===== src/rtl/lsu_memstage.sv =====
// rtl/lsu_memstage.sv - load/store unit for the memory-access pipeline stage
module lsu_memstage #(
    parameter int         XLEN           = 32,
    parameter int         STRB_W         = XLEN / 8,
    parameter int         TIMEOUT_CYCLES = 255,
    parameter logic [4:0] OP_LOAD        = 5'd1,
    parameter logic [4:0] OP_STORE       = 5'd2
) (
    input  logic              clk,
    input  logic              rstf,
    input  logic [31:0]       t_instr,
    input  logic              t_instr_valid,
    output logic              t_instr_ready,
    input  logic [XLEN-1:0]   iPC,
    input  logic [4:0]        iDecodedOP,
    input  logic [XLEN-1:0]   aluValue,
    input  logic [XLEN-1:0]   rs2Value,
    output logic [31:0]       i_instr,
    output logic              i_instr_valid,
    input  logic              i_instr_ready,
    output logic [XLEN-1:0]   oPC,
    output logic [4:0]        oDecodedOP,
    output logic [XLEN-1:0]   maAluValue,
    output logic [1:0]        oFault,
    output logic [XLEN-1:0]   dbus_cmd_addr,
    output logic [XLEN-1:0]   dbus_cmd_data,
    output logic              dbus_cmd_we,
    output logic [STRB_W-1:0] dbus_cmd_size,
    output logic              dbus_cmd_valid,
    input  logic              dbus_cmd_ready,
    input  logic [XLEN-1:0]   dbus_rsp_data,
    input  logic              dbus_rsp_valid
);

    localparam int          OFF_W    = $clog2(STRB_W);
    localparam logic [31:0] TO_LIMIT = TIMEOUT_CYCLES;

    localparam logic [1:0] S_IDLE = 2'd0;
    localparam logic [1:0] S_CMD  = 2'd1;
    localparam logic [1:0] S_RSP  = 2'd2;

    localparam logic [1:0] F_NONE   = 2'b00;
    localparam logic [1:0] F_MIS_LD = 2'b01;
    localparam logic [1:0] F_MIS_ST = 2'b10;
    localparam logic [1:0] F_TMO    = 2'b11;

    // Access size code from funct3: 0=byte 1=half 2=word 3=dword.
    // D and WU only exist on 64-bit datapaths; on 32-bit they act as W.
    function automatic logic [1:0] f_size(input logic [2:0] f3);
        if (XLEN == 32 && f3[1:0] == 2'b11) begin
            return 2'b10;
        end
        return f3[1:0];
    endfunction

    function automatic logic f_unsigned(input logic [2:0] f3);
        return f3[2] && (XLEN == 64 || !f3[1]);
    endfunction

    function automatic logic f_misaligned(input logic [1:0] size, input logic [2:0] addr);
        case (size)
            2'd0:    return 1'b0;
            2'd1:    return addr[0];
            2'd2:    return |addr[1:0];
            default: return |addr[2:0];
        endcase
    endfunction

    function automatic logic [7:0] f_size_mask(input logic [1:0] size);
        case (size)
            2'd0:    return 8'h01;
            2'd1:    return 8'h03;
            2'd2:    return 8'h0F;
            default: return 8'hFF;
        endcase
    endfunction

    logic [1:0]        r_state;
    logic              r_alive;
    logic              r_drop;
    logic [31:0]       r_cnt;
    logic [31:0]       r_instr;
    logic [XLEN-1:0]   r_pc;
    logic [4:0]        r_op;
    logic [XLEN-1:0]   r_addr;
    logic [XLEN-1:0]   r_wdata;
    logic [STRB_W-1:0] r_strb;
    logic              r_we;
    logic [31:0]       r_out_instr;
    logic              r_out_valid;
    logic [XLEN-1:0]   r_out_pc;
    logic [4:0]        r_out_op;
    logic [XLEN-1:0]   r_out_val;
    logic [1:0]        r_out_fault;

    logic              w_out_free;
    logic              w_in_ready;
    logic              w_accept;
    logic [1:0]        w_in_size;
    logic              w_in_is_ld;
    logic              w_in_is_st;
    logic              w_in_mem;
    logic              w_in_mis;
    logic [OFF_W-1:0]  w_in_off;
    logic [7:0]        w_in_base;
    logic [STRB_W-1:0] w_in_strb;
    logic [XLEN-1:0]   w_in_wdata;

    logic [1:0]        w_r_size;
    logic              w_r_uns;
    logic [OFF_W-1:0]  w_r_off;
    logic [XLEN-1:0]   w_rsp_shifted;
    logic [XLEN-1:0]   w_rsp_mask;
    logic              w_rsp_sign;
    logic [XLEN-1:0]   w_load_fmt;

    logic [1:0]        w_state_nxt;
    logic [31:0]       w_cnt_nxt;
    logic              w_drop_nxt;
    logic              w_wr;
    logic              w_wr_from_in;
    logic [XLEN-1:0]   w_wr_val;
    logic [1:0]        w_wr_fault;

    // The output register only accepts new data when empty or draining this cycle.
    // Accept also requires it, so the register is always empty while in CMD or RSP.
    assign w_out_free    = !r_out_valid || i_instr_ready;
    assign w_in_ready    = r_alive && (r_state == S_IDLE) && w_out_free;
    assign w_accept      = t_instr_valid && w_in_ready;
    assign t_instr_ready = w_in_ready;

    assign w_in_size  = f_size(t_instr[14:12]);
    assign w_in_is_ld = (iDecodedOP == OP_LOAD);
    assign w_in_is_st = (iDecodedOP == OP_STORE);
    assign w_in_mem   = w_in_is_ld || w_in_is_st;
    assign w_in_mis   = w_in_mem && f_misaligned(w_in_size, aluValue[2:0]);
    assign w_in_off   = aluValue[OFF_W-1:0];
    assign w_in_base  = f_size_mask(w_in_size);
    assign w_in_strb  = w_in_base[STRB_W-1:0] << w_in_off;
    assign w_in_wdata = rs2Value << {w_in_off, 3'b000};

    // Load formatting works from the captured instruction and address.
    assign w_r_size      = f_size(r_instr[14:12]);
    assign w_r_uns       = f_unsigned(r_instr[14:12]);
    assign w_r_off       = r_addr[OFF_W-1:0];
    assign w_rsp_shifted = dbus_rsp_data >> {w_r_off, 3'b000};

    // Extract the accessed bytes and sign- or zero-extend them to XLEN.
    always_comb begin
        w_rsp_mask = '1;
        w_rsp_sign = 1'b0;
        case (w_r_size)
            2'd0: begin
                w_rsp_mask = XLEN'(8'hFF);
                w_rsp_sign = w_rsp_shifted[7];
            end
            2'd1: begin
                w_rsp_mask = XLEN'(16'hFFFF);
                w_rsp_sign = w_rsp_shifted[15];
            end
            2'd2: begin
                w_rsp_mask = XLEN'(32'hFFFF_FFFF);
                w_rsp_sign = w_rsp_shifted[31];
            end
            default: begin
                w_rsp_mask = '1;
                w_rsp_sign = w_rsp_shifted[XLEN-1];
            end
        endcase
        w_load_fmt = (w_rsp_shifted & w_rsp_mask) |
                     ((w_rsp_sign && !w_r_uns) ? ~w_rsp_mask : '0);
    end

    // Next-state, timeout counter, response drop and result selection.
    always_comb begin
        w_state_nxt  = r_state;
        w_cnt_nxt    = r_cnt;
        w_drop_nxt   = r_drop;
        w_wr         = 1'b0;
        w_wr_from_in = 1'b0;
        w_wr_val     = r_addr;
        w_wr_fault   = F_NONE;
        if (dbus_rsp_valid && r_drop) begin
            w_drop_nxt = 1'b0;
        end
        case (r_state)
            S_IDLE: begin
                if (w_accept) begin
                    if (w_in_mem && !w_in_mis) begin
                        w_state_nxt = S_CMD;
                    end else begin
                        w_wr         = 1'b1;
                        w_wr_from_in = 1'b1;
                        w_wr_val     = aluValue;
                        if (w_in_mis) begin
                            w_wr_fault = w_in_is_ld ? F_MIS_LD : F_MIS_ST;
                        end
                    end
                end
            end
            S_CMD: begin
                if (dbus_cmd_ready) begin
                    if (r_we) begin
                        w_wr        = 1'b1;
                        w_state_nxt = S_IDLE;
                    end else begin
                        w_cnt_nxt   = '0;
                        w_state_nxt = S_RSP;
                    end
                end
            end
            S_RSP: begin
                w_cnt_nxt = r_cnt + 32'd1;
                if (dbus_rsp_valid && !r_drop) begin
                    w_wr        = 1'b1;
                    w_wr_val    = w_load_fmt;
                    w_state_nxt = S_IDLE;
                end else if (TIMEOUT_CYCLES != 0 && w_cnt_nxt == TO_LIMIT) begin
                    // The lost response may still show up later; swallow it then.
                    w_wr        = 1'b1;
                    w_wr_fault  = F_TMO;
                    w_drop_nxt  = 1'b1;
                    w_state_nxt = S_IDLE;
                end
            end
            default: begin
                w_state_nxt = S_IDLE;
            end
        endcase
    end

    // Control state; r_alive keeps t_instr_ready low until the first clock after reset.
    always_ff @(posedge clk or negedge rstf) begin
        if (!rstf) begin
            r_state <= S_IDLE;
            r_alive <= 1'b0;
            r_drop  <= 1'b0;
            r_cnt   <= '0;
        end else begin
            r_state <= w_state_nxt;
            r_alive <= 1'b1;
            r_drop  <= w_drop_nxt;
            r_cnt   <= w_cnt_nxt;
        end
    end

    // Capture the instruction and the bus command fields at accept.
    always_ff @(posedge clk or negedge rstf) begin
        if (!rstf) begin
            r_instr <= '0;
            r_pc    <= '0;
            r_op    <= '0;
            r_addr  <= '0;
            r_wdata <= '0;
            r_strb  <= '0;
            r_we    <= 1'b0;
        end else if (w_accept) begin
            r_instr <= t_instr;
            r_pc    <= iPC;
            r_op    <= iDecodedOP;
            r_addr  <= aluValue;
            r_wdata <= w_in_wdata;
            r_strb  <= w_in_strb;
            r_we    <= w_in_is_st;
        end
    end

    // Output register toward writeback: load on a result, clear on a plain drain.
    always_ff @(posedge clk or negedge rstf) begin
        if (!rstf) begin
            r_out_instr <= '0;
            r_out_valid <= 1'b0;
            r_out_pc    <= '0;
            r_out_op    <= '0;
            r_out_val   <= '0;
            r_out_fault <= F_NONE;
        end else if (w_wr) begin
            r_out_valid <= 1'b1;
            r_out_instr <= w_wr_from_in ? t_instr    : r_instr;
            r_out_pc    <= w_wr_from_in ? iPC        : r_pc;
            r_out_op    <= w_wr_from_in ? iDecodedOP : r_op;
            r_out_val   <= w_wr_val;
            r_out_fault <= w_wr_fault;
        end else if (i_instr_ready) begin
            r_out_valid <= 1'b0;
        end
    end

    assign i_instr        = r_out_instr;
    assign i_instr_valid  = r_out_valid;
    assign oPC            = r_out_pc;
    assign oDecodedOP     = r_out_op;
    assign maAluValue     = r_out_val;
    assign oFault         = r_out_fault;

    assign dbus_cmd_addr  = r_addr;
    assign dbus_cmd_data  = r_wdata;
    assign dbus_cmd_we    = r_we;
    assign dbus_cmd_size  = r_strb;
    assign dbus_cmd_valid = (r_state == S_CMD);

endmodule


===== config.mk =====
export PLATFORM = sky130hd
export DESIGN_NAME = lsu_memstage
export DESIGN_NICKNAME = d
export VERILOG_FILES = /design/src/rtl/lsu_memstage.sv
export SDC_FILE = /design/constraint.sdc
export NUM_CORES = 1
export LEC_CHECK = 0
export BUFFER_PORTS_ARGS = -buffer_cell sky130_fd_sc_hd__buf_2
export CORE_AREA = 5 5 185 204
export CTS_BUF_LIST = sky130_fd_sc_hd__clkbuf_16
export DETAILED_ROUTE_END_ITERATION = 8
export DIE_AREA = 0 0 190 209
export SLEW_MARGIN = 0
export SYNTH_ARGS = -nofsm -noshare
export SYNTH_HDL_FRONTEND = slang
export SYNTH_SLANG_ARGS = --single-unit
export TNS_END_PERCENT = 100

===== constraint.sdc =====
create_clock -name clk -period 3.05 [get_ports clk]
set_input_delay 0.1525 -clock clk [delete_from_list [all_inputs] [get_ports clk]]
set_output_delay 0.1525 -clock clk [all_outputs]
set_load 0.03 [all_outputs]

* Word-level counts from Yosys, hierarchy flattened *
Cells that the tools add are included.

cells by class
  bitwise gates (word level) = 3
  mux-type cells = 49
  eq/ne operators = 15
  add/sub/neg operators = 1
  reduce and logical (&&, ||, !) cells = 25
  shift operators = 3

operator list
  kind                     count
  $mux W32                 8
  $pmux W32 S2             3
  $add A32 B1 Y32 const B  1
  $and A32 B32 Y32         1
  $eq A32 B8 Y1 const B    1
  $mux W2                  16
  $not A32 Y32             1
  $or A32 B32 Y32          1
  $shl A32 B5 Y32          1
  $shr A32 B5 Y32          1
  $mux W1                  15
  $pmux W4 S3              1
  $logic_and A1 B1 Y1      9
  $eq A2 B2 Y1 const B     4
  $eq A2 B1 Y1 const B     3
  $logic_not A2 Y1         3
  $pmux W1 S3              2
  $pmux W2 S3              1
  $eq A5 B1 Y1 const B     1
  $eq A5 B2 Y1 const B     1
  $logic_not A1 Y1         5
  $mux W5                  1
  $ne A2 B1 Y1 const B     2
  $ne A2 B2 Y1 const B     2
  other kinds (10)         12

word-level totals
  bits in registers = 278
  output and inout port bits = 175
  word-level logic and storage cells = 113
  input bits = 171

* Depth between registers and ports, before layout *
  depth after elaboration = 12
  gate-level depth with buffers = 13
  depth with buffers taken out = 9

* Worst setup path after synthesis *
No wires, ideal clock.

  kind = register to register
  from = register r_cnt[1]
  to = register r_out_instr[26] (netlist: i_instr[26])
  required time = 2923 ps
  setup time = 127 ps
  period minus slack after synthesis = 3193 ps
  setup slack = -143 ps
  stages on the path, launching flop included = 13
  buffers on the path = 3
  data arrival time = 3065 ps
  cells stage by stage = dfrtp_1 > ha_1 > nand3_1 > nor4_1 > clkbuf_1 > and4_1 > o22ai_1 > nor4b_1 > nor3_2 > a21oi_4 > buf_8 > buf_6 > mux2_1

on the way
  longest elaborated chain between the ends = 5

RTL lines
  item                      RTL line  RTL
  start: declaration        81        logic [31:0] r_cnt;
  start signal: assignment  243       r_cnt <= w_cnt_nxt;
  $add A32 B1 Y32           213       w_cnt_nxt = r_cnt + 32'd1;
  $eq A32 B8 Y1             218       end else if (TIMEOUT_CYCLES != 0 && w_cnt_nxt == TO_LIMIT) begin
  $mux W1                   218
  $mux W1                   214       if (dbus_rsp_valid && !r_drop) begin
  $pmux W1 S3               186       case (r_state)
  end signal: assignment    279       r_out_instr <= w_wr_from_in ? t_instr : r_instr;
  end: declaration          89        logic [31:0] r_out_instr;

No other way between the ends.
A chain may end at the register's enable or synchronous reset.

* Worst setup path after layout *
  from = register r_cnt[6]
  to = register r_out_instr[30] (netlist: i_instr[30])

Same word-level chain as after synthesis.

==> impl_metrics.py <==
metrics = {
    "outcome": {
        "status": "completed",
    },
    "grt": {
        "first_global_vias": 13400,
        "grt_antenna_before_repair": 15,
        "grt_util_all_layers_pct": 23.9,
        "grt_overflow": 0,
        "grt_pass1_wl_um": 75700,
        "grt_max_degree": 156,
    },
    "power_and_ir_drop": {
        "power.switching_uw": 5370,
        "p_leak_uw": 0.00977,
        "finalPower_uw": 14100,
        "clkPwrFrac_pct": 28.4,
        "p_comb_share_pct": 34.2,
        "p_int_uw": 8710,
        "ir_worst_vdd_v": 0.000379,
        "power_density_nw_per_um2": 734,
        "switching_share_pct": 38.1,
        "seqPwrFrac_pct": 37.4,
    },
    "setup_path": {
        "criticalPathCategory": "flip-flop to flip-flop",
        "ff2ff_path_depth": 12,
        "cp_max_fo": 7,
        "crit_required_ns": 3.44,
        "crit_path_end_kind": "flip-flop",
        "cp-start-kind": "flip-flop",
        "arrival_ns": 3.33,
        "r2r_setup_slack_ns": 0.11,
    },
    "synth": {
        "yosys.area_share.xor_xnor_pct": 1.26,
        "yosysSeqAreaShare_pct": 49.9,
        "post-synth-top-count-cell": "nand2_1",
        "synthFlopType": "dfrtp_1",
        "synth_seq_cells": 278,
        "ys_types": 66,
        "synthSimpleGateAreaFrac_pct": 23.4,
        "synthTopCellsByArea": "dfrtp_1, nand2_1, mux2_1, mux2i_1, o21ai_0",
        "avgSynthCellArea_um2": 8.87,
        "synth_top_area_cell": "dfrtp_1",
        "synth-edff-count": 0,
        "synth_common_cells": "nand2_1, dfrtp_1, mux2_1",
        "muxShareOfSynthArea_pct": 9.82,
        "netlist.area_leader.share_pct": 49.9,
        "synth_fa_ha_area_share_pct": 0.179,
        "syn_nets": 1745,
        "synth_compound_area_share_pct": 11.2,
        "yosysWarnings": 0,
        "synth_top_family_by_area": "simple AND/OR/NAND/NOR gates",
        "synth_area_um2": 13900,
        "ys_async_sr_fraction_pct": 100,
        "synth_cells": 1572,
    },
    "cts": {
        "cts.htree.levels": 2,
        "cts_max_path_buffers": 3,
        "cts_buffers": 34,
        "cts_tree": "built",
        "clk_pin_slew_worst_paths_ns": 0.06,
        "clock-sinks": 278,
        "clock_latency_ns": 0.52,
        "root_buffer": "clkbuf_16",
    },
    "drt": {
        "routedWlPerCell_um": 19.0,
        "vias_per_cell": 5.12,
        "first_iter_violations": 943,
        "remaining_drc_errors": 0,
        "antenna_left": 0,
        "wl_um": 49100,
        "vias": 13200,
        "firstDrtPassIters": 5,
    },
    "timing": {
        "worst_slack_ns": 0.108,
        "finalSetupViolations": 0,
        "finalMaxSlewViolations": 0,
        "fin_skew_ns": 0.0131,
        "fmax_mhz": 340,
        "slew-limit-headroom_pct": 32.3,
        "finalSetupTns_ns": 0,
        "fin_crit_sh_pct": 96.5,
        "min_period_ns": 2.94,
        "worst_pin_slew_ns": 1.01,
        "finalHoldViolCount": 0,
    },
    "worst_hold_path": {
        "hold_path.class": "input port to flip-flop",
        "holdPathStages": 3,
    },
    "die": {
        "die-area_um2": 39700,
        "die_w_um": 190,
        "core_area_um2": 35700,
        "ios": 346,
        "initial_core_util_pct": 39.1,
        "die_h_um": 209,
        "fp-row-count": 73,
    },
    "layout": {
        "layout-drive-gt1-share_pct": 26.0,
        "multiInputGateArea_um2": 6570,
        "num-nets-final": 2231,
        "fill_cells": 3290,
        "fin_area_um2": 19200,
        "syn_to_final_growth_pct": 37.4,
        "seq_area_um2": 6960,
    },
    "placed_design": {
        "gp_congestion": 0.869,
        "io_buffers": 345,
        "dp_slack_ns": -0.127,
        "place_area_um2": 16600,
        "place_hpwl_um": 33700,
    },
    "flow_run": {
        "maxCapViolCount": 0,
    },
}
-- path summary, 6_finish.rpt --
| kind | from | end |
|---|---|---|
| min in group asynchronous | rstf | dbus_cmd_data[25]$_DFFE_PN0P_ |
| max in group asynchronous | rstf | r_instr[17]$_DFFE_PN0P_ |
| worst min register to register | dbus_cmd_data[5]$_DFFE_PN0P_ | dbus_cmd_data[5]$_DFFE_PN0P_ |
| worst max register to register | r_cnt[6]$_DFFE_PN0P_ | i_instr[30]$_DFFE_PN0P_ |
| worst max-delay path | r_cnt[6]$_DFFE_PN0P_ | i_instr[30]$_DFFE_PN0P_ |
| worst min-delay path | aluValue[23] | dbus_cmd_addr[23]$_DFFE_PN0P_ |
-- layer usage --
metal	wire (um)	track usage, %	up-vias
met5	42	0	-
met4	2110	10.4	6
met2	23700	39.5	450
met3	3280	6.16	114
li1	-	-	6260
met1	19900	29.6	6375
-- state kept, by name, indices dropped and copies added (netlist names), 32 cells and up --
name / count
dbus_cmd_addr: 32
dbus_cmd_data: 32
i_instr: 32
maAluValue: 32
oPC: 32
r_cnt: 32
r_instr: 32
r_pc: 32
-- cell usage in the layout, fill, tap and decap left out, types with 20 or more instances in the layout --
cell and instances:
nand3_1 28, clkbuf_16 37, nor2b_1 20, dfrtp_1 272, nand2_1 604, mux2i_1 38
buf_2 344, inv_1 21, o21ai_0 72, a21oi_1 58, mux2_1 75, dlygate4sd3_1 116
nor2_1 52, buf_4 79
-- cell families (layout without fill, tap and decap cells) --
logic type      after synthesis  count (layout)
fa+ha+maj                     2               2
flops                       278             278
other cells                   1              13
simple gates                781             781
compound gates              239             239
xor+xnor                     20              20
buf+inv                     125             634
mux                         126             126
-- area by class of cell --
class                           instances  area share, %
Sequential cell                       278           36.3
Multi-Input combinational cell       1169           34.3
Timing Repair Buffer                  558           20.1
Clock buffer                           35           4.57
Tap cell                              487           3.18
Clock inverter                         24           1.09
Inverter                               17          0.333
Antenna cell                           12          0.157
-- worst max-delay path, stage by stage, from the launching register on --
cell	delay (ns)
dfrtp_2	0.43
nand4_1	0.19
nor4_4	0.36
buf_4	0.21
xnor2_1	0.13
a31o_2	0.18
nor4b_2	0.26
nor3_2	0.11
a21oi_4	0.17
buf_12	0.15
buf_12	0.15
clkbuf_16	0.15
mux2_1	0.31
-- power by group through the flow --
stage	clock network (uW)	registers, uW	logic (uW)
after floorplan	0	6570	1590
after global placement	0	5260	4580
after detailed placement	0	5280	4640
after CTS	4090	5250	4810
after global routing	4230	5380	5200
final	4000	5260	4820
-- repair_timing --
| item | 4_1_cts | 5_1_grt |
|---|---|---|
| setup buffers | 8 | 6 |
| hold buffers | 116 | 0 |
| resized for setup | 12 | 18 |
| endpoints found under the hold margin | 303 | 0 |
| gates cloned | 1 | 2 |
| pin swaps | 11 | 11 |
| setup endpoints to repair | 91 | 103 |
-- through the flow --
stage	utilization (%)	hold WS, ns	std cells
finish	53.7	0.0210	2580
global route	53.7	0.0569	2580
CTS	53.1	0.0194	2561
detailed placement	46.4	0.303	2377
global placement	46.4	0.305	2377
floorplan	-	-0.143	1572
(Power assumes the default switching activity.)
